File: src/rtl/issue_sequencer_if.sv
// Fetch, issue, write-back and debug-halt signals of the issue sequencer.
// The slave modport is the sequencer side; the master modport drives it.
interface issue_sequencer_if;
  logic        instr_valid;
  logic [31:0] instr_data;
  logic        instr_ready;
  logic        program_counter_inc;
  logic        issue_valid;
  logic [31:0] issue_instr;
  logic        issue_ready;
  logic        wb_valid;
  logic [3:0]  wb_y1_reg;
  logic [3:0]  wb_y2_reg;
  logic [1:0]  wb_write;
  logic        halt_req;
  logic        halted;
  logic [15:0] pending;

  modport slave (
    input  instr_valid, instr_data, issue_ready, halt_req,
    output instr_ready, program_counter_inc, issue_valid, issue_instr,
           wb_valid, wb_y1_reg, wb_y2_reg, wb_write, halted, pending
  );

  modport master (
    output instr_valid, instr_data, issue_ready, halt_req,
    input  instr_ready, program_counter_inc, issue_valid, issue_instr,
           wb_valid, wb_y1_reg, wb_y2_reg, wb_write, halted, pending
  );
endinterface

File: src/rtl/issue_sequencer.sv
// In-order issue from a fetch FIFO with a RAW/WAW scoreboard, fixed-latency retire and halt/drain.
// Fetch-to-issue 1 cycle, issue-to-retire ALU_LATENCY; SCOREBOARD_BYPASS_EN lets a retiring bit count as clear.
module issue_sequencer #(
  parameter int FIFO_DEPTH  = 4,
  parameter int ALU_LATENCY = 3
) (
  input  logic clk,
  input  logic reset,
  issue_sequencer_if.slave bus
);
  localparam int AW = $clog2(FIFO_DEPTH);
  localparam logic [AW:0] CNT_ONE = (AW+1)'(1);
  localparam logic [AW:0] CNT_FULL = (AW+1)'(FIFO_DEPTH);

  typedef enum logic [1:0] {RUN, DRAIN, HALTED} state_e;

  typedef struct packed {
    logic       vld;
    logic [3:0] y1;
    logic [3:0] y2;
    logic [1:0] wr;
  } retire_t;

  state_e        state_q, state_d;
  logic          halted_q, halted_d;
  logic [31:0]   mem_q [FIFO_DEPTH];
  logic [31:0]   mem_d [FIFO_DEPTH];
  logic [AW-1:0] rd_ptr_q, rd_ptr_d, wr_ptr_q, wr_ptr_d;
  logic [AW:0]   count_q, count_d;
  logic [15:0]   pending_q, pending_d;
  retire_t       pipe_q [ALU_LATENCY];
  retire_t       pipe_d [ALU_LATENCY];

  logic          empty, full, push, pop, blocked, pipe_busy, instr_rdy, issue_vld;
  logic [31:0]   head;
  logic [15:0]   src_mask, dst_mask, clr_mask, hazard_pend;
  retire_t       wb_ent;

  function automatic logic [15:0] onehot(input logic [3:0] r);
    return 16'b1 << r;
  endfunction

  assign empty  = (count_q == '0);
  assign full   = (count_q == CNT_FULL);
  assign head   = mem_q[rd_ptr_q];
  assign wb_ent = pipe_q[ALU_LATENCY-1];

  always_comb begin
    src_mask = onehot(head[3:0]) | onehot(head[7:4]) | onehot(head[11:8]) | onehot(head[15:12]);
    dst_mask = '0;
    if (head[24]) dst_mask = dst_mask | onehot(head[19:16]);
    if (head[25]) dst_mask = dst_mask | onehot(head[23:20]);
    clr_mask = '0;
    if (wb_ent.vld && wb_ent.wr[0]) clr_mask = clr_mask | onehot(wb_ent.y1);
    if (wb_ent.vld && wb_ent.wr[1]) clr_mask = clr_mask | onehot(wb_ent.y2);
    pipe_busy = 1'b0;
    for (int i = 0; i < ALU_LATENCY; i++) pipe_busy = pipe_busy | pipe_q[i].vld;
  end

`ifdef SCOREBOARD_BYPASS_EN
  // A bit retiring this cycle no longer blocks; the dependent issues alongside the retire.
  assign hazard_pend = pending_q & ~clr_mask;
`else
  assign hazard_pend = pending_q;
`endif

  assign blocked   = |((src_mask | dst_mask) & hazard_pend);
  assign instr_rdy = !full && (state_q == RUN) && !reset;
  assign issue_vld = !empty && !blocked && (state_q != HALTED) && !reset;
  assign push      = bus.instr_valid && instr_rdy;
  assign pop       = issue_vld && bus.issue_ready;

  assign bus.instr_ready         = instr_rdy;
  assign bus.program_counter_inc = push;
  assign bus.issue_valid         = issue_vld;
  assign bus.issue_instr         = head;
  assign bus.wb_valid            = wb_ent.vld && !reset;
  assign bus.wb_y1_reg           = wb_ent.y1;
  assign bus.wb_y2_reg           = wb_ent.y2;
  assign bus.wb_write            = (wb_ent.vld && !reset) ? wb_ent.wr : 2'b00;
  assign bus.halted              = halted_q && !reset;
  assign bus.pending             = pending_q;

  always_comb begin
    mem_d    = mem_q;
    wr_ptr_d = wr_ptr_q;
    rd_ptr_d = rd_ptr_q;
    count_d  = count_q;
    if (push) begin
      mem_d[wr_ptr_q] = bus.instr_data;
      wr_ptr_d        = wr_ptr_q + AW'(1);
    end
    if (pop) rd_ptr_d = rd_ptr_q + AW'(1);
    unique case ({push, pop})
      2'b10:   count_d = count_q + CNT_ONE;
      2'b01:   count_d = count_q - CNT_ONE;
      default: count_d = count_q;
    endcase

    pipe_d[0] = '{vld: pop, y1: head[19:16], y2: head[23:20], wr: head[25:24]};
    for (int i = 1; i < ALU_LATENCY; i++) pipe_d[i] = pipe_q[i-1];

    // The set is applied after the clear so a same-cycle re-claim keeps the bit.
    pending_d = (pending_q & ~clr_mask) | (pop ? dst_mask : 16'h0000);
  end

  always_comb begin
    state_d = state_q;
    unique case (state_q)
      RUN:     if (bus.halt_req) state_d = DRAIN;
      DRAIN:   if (!bus.halt_req) state_d = RUN;
               else if (empty && !pipe_busy) state_d = HALTED;
      HALTED:  if (!bus.halt_req) state_d = RUN;
      default: state_d = RUN;
    endcase
    halted_d = (state_d == HALTED);
  end

  always_ff @(posedge clk) begin
    if (reset) begin
      state_q   <= RUN;
      halted_q  <= 1'b0;
      rd_ptr_q  <= '0;
      wr_ptr_q  <= '0;
      count_q   <= '0;
      pending_q <= '0;
      for (int i = 0; i < ALU_LATENCY; i++) pipe_q[i] <= '0;
    end else begin
      state_q   <= state_d;
      halted_q  <= halted_d;
      rd_ptr_q  <= rd_ptr_d;
      wr_ptr_q  <= wr_ptr_d;
      count_q   <= count_d;
      pending_q <= pending_d;
      pipe_q    <= pipe_d;
      mem_q     <= mem_d;
    end
  end
endmodule

File: src/flat_wrapper.sv
// flat-port wrapper written by rule: the top's interface ports become plain ports
module issue_sequencer_flat 
#(
  parameter int FIFO_DEPTH  = 4,
  parameter int ALU_LATENCY = 3
)
  (clk, reset, bus_instr_valid, bus_instr_data, bus_issue_ready, bus_halt_req, bus_instr_ready, bus_program_counter_inc, bus_issue_valid, bus_issue_instr, bus_wb_valid, bus_wb_y1_reg, bus_wb_y2_reg, bus_wb_write, bus_halted, bus_pending);
  issue_sequencer_if bus_i ();
  input  logic clk;
  input  logic reset;
  input wire logic [$bits(bus_i.instr_valid)-1:0] bus_instr_valid;
  input wire logic [$bits(bus_i.instr_data)-1:0] bus_instr_data;
  input wire logic [$bits(bus_i.issue_ready)-1:0] bus_issue_ready;
  input wire logic [$bits(bus_i.halt_req)-1:0] bus_halt_req;
  output wire logic [$bits(bus_i.instr_ready)-1:0] bus_instr_ready;
  output wire logic [$bits(bus_i.program_counter_inc)-1:0] bus_program_counter_inc;
  output wire logic [$bits(bus_i.issue_valid)-1:0] bus_issue_valid;
  output wire logic [$bits(bus_i.issue_instr)-1:0] bus_issue_instr;
  output wire logic [$bits(bus_i.wb_valid)-1:0] bus_wb_valid;
  output wire logic [$bits(bus_i.wb_y1_reg)-1:0] bus_wb_y1_reg;
  output wire logic [$bits(bus_i.wb_y2_reg)-1:0] bus_wb_y2_reg;
  output wire logic [$bits(bus_i.wb_write)-1:0] bus_wb_write;
  output wire logic [$bits(bus_i.halted)-1:0] bus_halted;
  output wire logic [$bits(bus_i.pending)-1:0] bus_pending;
  assign bus_i.instr_valid = bus_instr_valid;
  assign bus_i.instr_data = bus_instr_data;
  assign bus_i.issue_ready = bus_issue_ready;
  assign bus_i.halt_req = bus_halt_req;
  assign bus_instr_ready = bus_i.instr_ready;
  assign bus_program_counter_inc = bus_i.program_counter_inc;
  assign bus_issue_valid = bus_i.issue_valid;
  assign bus_issue_instr = bus_i.issue_instr;
  assign bus_wb_valid = bus_i.wb_valid;
  assign bus_wb_y1_reg = bus_i.wb_y1_reg;
  assign bus_wb_y2_reg = bus_i.wb_y2_reg;
  assign bus_wb_write = bus_i.wb_write;
  assign bus_halted = bus_i.halted;
  assign bus_pending = bus_i.pending;
  issue_sequencer #(.FIFO_DEPTH(FIFO_DEPTH), .ALU_LATENCY(ALU_LATENCY)) u_core (.clk(clk), .reset(reset), .bus(bus_i));
endmodule
File: config.mk
export PLATFORM = sky130hd
export DESIGN_NAME = issue_sequencer_flat
export DESIGN_NICKNAME = d
export VERILOG_FILES = /design/src/rtl/issue_sequencer_if.sv /design/src/rtl/issue_sequencer.sv /design/src/flat_wrapper.sv
export SDC_FILE = /design/constraint.sdc
export NUM_CORES = 1
export LEC_CHECK = 0
export ABC_AREA = 0
export BUFFER_PORTS_ARGS = -buffer_cell sky130_fd_sc_hd__buf_2
export CAP_MARGIN = 20
export CORE_ASPECT_RATIO = 0.8
export CORE_MARGIN = 2
export CORE_UTILIZATION = 52
export CTS_CLUSTER_DIAMETER = 200
export CTS_CLUSTER_SIZE = 14
export DETAILED_ROUTE_END_ITERATION = 8
export PLACE_DENSITY = 0.73
export SLEW_MARGIN = 20
export SYNTH_ARGS = -nofsm -noshare
export SYNTH_HDL_FRONTEND = slang
export SYNTH_SLANG_ARGS = --single-unit
export TNS_END_PERCENT = 100
File: constraint.sdc
create_clock -name clk -period 4.2 [get_ports clk]
set_input_delay 0.63 -clock clk [delete_from_list [all_inputs] [get_ports clk]]
set_output_delay 0.63 -clock clk [all_outputs]
set_load 0.01 [all_outputs]
==> results by group <==
Status
  • Status: complete, no violations

GRT
  • Number of global-route vias before repair: 4862
  • Grt ovf: 0
  • Global-route usage over all layers: 23.6%
  • First-pass GRT wire length: 27.8 mm
  • Largest net degree at the start of global routing: 33
  • Initial antenna violation count: 0

Power
  • Power per cell area: 454 nW/um^2
  • Internal Power: between 3 and 4 mW
  • Clock share of power: 40.8%
  • Leakage: approximately 3.4 nW
  • Switching power: 1.04 mW
  • Gate power share: a little over a tenth
  • Sw Share: 24.6%
  • Flop pwr share: about half
  • Worst IR Drop VDD: 0.000324 V

Floorplan
  • Rows: 40
  • CORE AREA: 14900 um^2
  • Boundary Pins: 100
  • Initial Utilization: 52.8%
  • Die area: 16200 um^2
  • Die Y: 114 um
  • Die width: 142 um

Clock network
  • CTS buffer count: 17
  • Root buffer cell: clkbuf_16
  • Worst-skew pair later-pin latency: 440 ps
  • # clock sinks: 187
  • Worst-path clk slew: 70 ps
  • Clock tree from TritonCTS: built
  • Post-CTS Hold Fix Bufs: 0
  • Number of H-tree levels: 4
  • Clk buf depth: 2

Synth
  • Largest cells by area after synthesis: edfxtp_1, dfxtp_1, mux4_2
  • Mapped cell area: 7880 um^2
  • Warning count from the yosys run: 0
  • FF+latch count, synth: 187
  • Distinct cells, synth: 56
  • Ys flop type: edfxtp_1
  • Leading area contributor after synthesis: edfxtp_1
  • Cell count after synthesis: 531
  • Post-synth top cells: edfxtp_1, dfxtp_1, nor2b_1, mux4_2, o22ai_1
  • Syn_area_per_cell: 14.8 um^2
  • Syn nets: 574
  • Post-synth top area share: 48.8%
  • Fraction of registers with async set/reset: 0%
  • Top-count cell post-synth: edfxtp_1
  • Number of synthesized flops with an enable pin: 128
  • Sequential area share after synthesis: a little under two thirds

Worst setup path
  • Kind of critical path: reg -> out
  • Worst Setup End Kind: output pin
  • CP max FO: 11
  • Critical Path RT: 3570 ps
  • Worst Setup SP: u_core.rd_ptr_q[0]
  • CP Depth: 9
  • Startpoint Class: register
  • Launch point of the worst reg-to-reg path: u_core.rd_ptr_q[0]
  • Crit path max-delay family: simple AND/OR/NAND/NOR gates
  • Buf+Inv Stages, Crit Path: 2
  • Crit path arrival time: ~3500 ps
  • Crit path max-delay cell type: or4_4
  • Worst path max stage delay: approximately 590 ps
  • Worst R2R Setup Slack: about 160 ps
  • FF-to-FF End: u_core.count_q[2]
  • Worst Setup EP: bus_issue_valid
  • Worst-path cell chain: buf_12, mux4_2, nor2b_4, a22oi_2, nand3_1, a2111o_1, or4_4, nor2_2, buf_2
  • Worst Reg-to-Reg Cells: 15

Finish
  • Final nets: 687
  • Top reg by flops: u_core.mem_q
  • Register Area: 5030 um^2
  • Layout cell share with drive strength beyond 1: 31.2%
  • # diodes: 0
  • Fill cells: 1112
  • Layout area overhead: 17.9%
  • Multi-input logic area: 2560 um^2
  • Max reg flops: approximately 130

STA
  • Final Slew Violations: 0
  • Slew HR: about half
  • Hold Fails Final Rpt: 0
  • Final Setup Violations: 0
  • Fmax: roughly 240 MHz
  • Fin crit period: 4120 ps
  • Total Neg Setup Slack: 0 ps
  • RSZ-0062 raised after global routing: true
  • Pin slew with the least headroom to its limit: 738 ps
  • Setup slack after layout: between 80 and 90 ps
  • Fin Clk Skew: 12.6 ps
  • Period utilization: 98.1%

Placed design
  • Gpl congestion: ~0.96
  • Detailed Place HPWL: 13.0 mm
  • Pre-CTS setup slack: 28.2 ps
  • IO buf count: 99

Drt
  • Drt total wl: 18.8 mm
  • First-iteration detailed-routing DRC count: 611
  • Vias/cell: 6.17
  • Drt wl/cell: 22.2 um
  • First-pass detailed-route iteration total: 5
  • Total number of vias: 5217
  • DRC Markers: 0
  • Antenna viol nets, final: 0

Worst hold path
  • Worst Hold Class: in -> reg
  • Hold path depth: 1
  • Worst hold start: bus_instr_data[29]

Job
  • Max Cap Viol: 0
area by class of cell:
class	count	area share (%)
Timing Repair Buffer	128	8.18
Inverter	13	0.526
Tap cell	189	2.55
Clock buffer	17	4.58
Clock inverter	15	2.37
Sequential cell	187	54.2
Multi-Input combinational cell	297	27.6
power by group through the flow:
| stage | clock network [mW] | logic [mW] | registers [mW] |
|---|---|---|---|
| after global routing | 1.82 | 0.485 | 2.05 |
| after detailed placement | 0 | 0.429 | 2.08 |
| final | 1.72 | 0.453 | 2.04 |
| after floorplan | 0 | 0.285 | 2.08 |
| after CTS | 1.75 | 0.431 | 2.04 |
| after global placement | 0 | 0.423 | 2.08 |
how the worst min path moves through the flow:
stage	slack (ps)	endpoint
6_report	400	u_core.mem_q[125]
5_1_grt	390	u_core.mem_q[60]
4_1_cts	380	u_core.mem_q[76]
3_5_place_dp	420	u_core.pipe_d[3]
3_3_place_gp	420	u_core.bus.wb_y1_reg[2]
2_1_floorplan	410	u_core.bus.wb_y1_reg[0]
cells in the final DEF (no fill, tap or decap), drive strengths merged, types with 2 or more instances in the layout:
master | synthesis | final
a2111oi | 2 | 2
a21oi | 4 | 4
a22o | 3 | 3
a22oi | 15 | 15
a31oi | 5 | 5
a32o | 11 | 11
a32oi | 4 | 4
and2 | 13 | 13
and3 | 8 | 8
and4 | 2 | 2
buf | 27 | 127
bufinv | 0 | 3
clkbuf | 7 | 18
clkinv | 0 | 4
dfxtp | 59 | 59
edfxtp | 128 | 128
ha | 5 | 5
inv | 13 | 21
mux4 | 32 | 32
nand2 | 18 | 18
nand2b | 18 | 18
nand3 | 7 | 7
nand3b | 4 | 4
nor2 | 18 | 18
nor2b | 37 | 37
nor3 | 3 | 3
nor3b | 4 | 4
o211a | 2 | 2
o21ai | 3 | 3
o22a | 2 | 2
o22ai | 28 | 28
o31ai | 12 | 12
o32a | 5 | 5
o32ai | 8 | 8
or2 | 6 | 6
or2b | 2 | 2
or3b | 2 | 2
or4 | 2 | 2
xor2 | 2 | 2
metrics by stage:
step | total power [mW] | cells | utilization (%) | area, um^2 | hold slack (ps)
6_report | 4.22 | 846 | 62.2 | 9280 | 396
5_1_grt | 4.35 | 846 | 62.2 | 9280 | 386
4_1_cts | 4.22 | 837 | 61.6 | 9180 | 380
3_5_place_dp | 2.51 | 805 | 57.3 | 8540 | 423
3_3_place_gp | 2.50 | 805 | 57.3 | 8540 | 420
2_1_floorplan | 2.36 | 531 | - | 7880 | 414
layer usage:
| layer | up-vias | part of all wire, % | global-route usage, % |
|---|---|---|---|
| met1 | 2584 | 44 | 34.6 |
| met2 | 274 | 45 | 35.1 |
| met3 | 35 | 7.6 | 5.06 |
| met5 | - | 0 | 0 |
| li1 | 2324 | - | - |
| met4 | 0 | 2.4 | 8.87 |
cells by family (layout without fill, tap and decap cells):
kind of cell | count (synthesis) | in the layout | synth area share, %
flops | 187 | 187 | 63.8
simple gates | 149 | 149 | 11.3
compound gates | 106 | 106 | 10.4
buf+inv | 47 | 173 | 3.72
mux | 33 | 33 | 9.42
fa+ha+maj | 6 | 6 | 1.05
xor+xnor | 3 | 3 | 0.334
what timing repair did:
item | 4_1_cts | 5_1_grt
endpoints found under the hold margin | 0 | 0
gates cloned | 0 | 1
endpoints found under the setup margin | 2 | 3
gates resized for setup | 1 | 5
pin swaps | 0 | 2
buffers inserted | 0 | 8
Note: power is estimated with default switching activity, not from simulation.
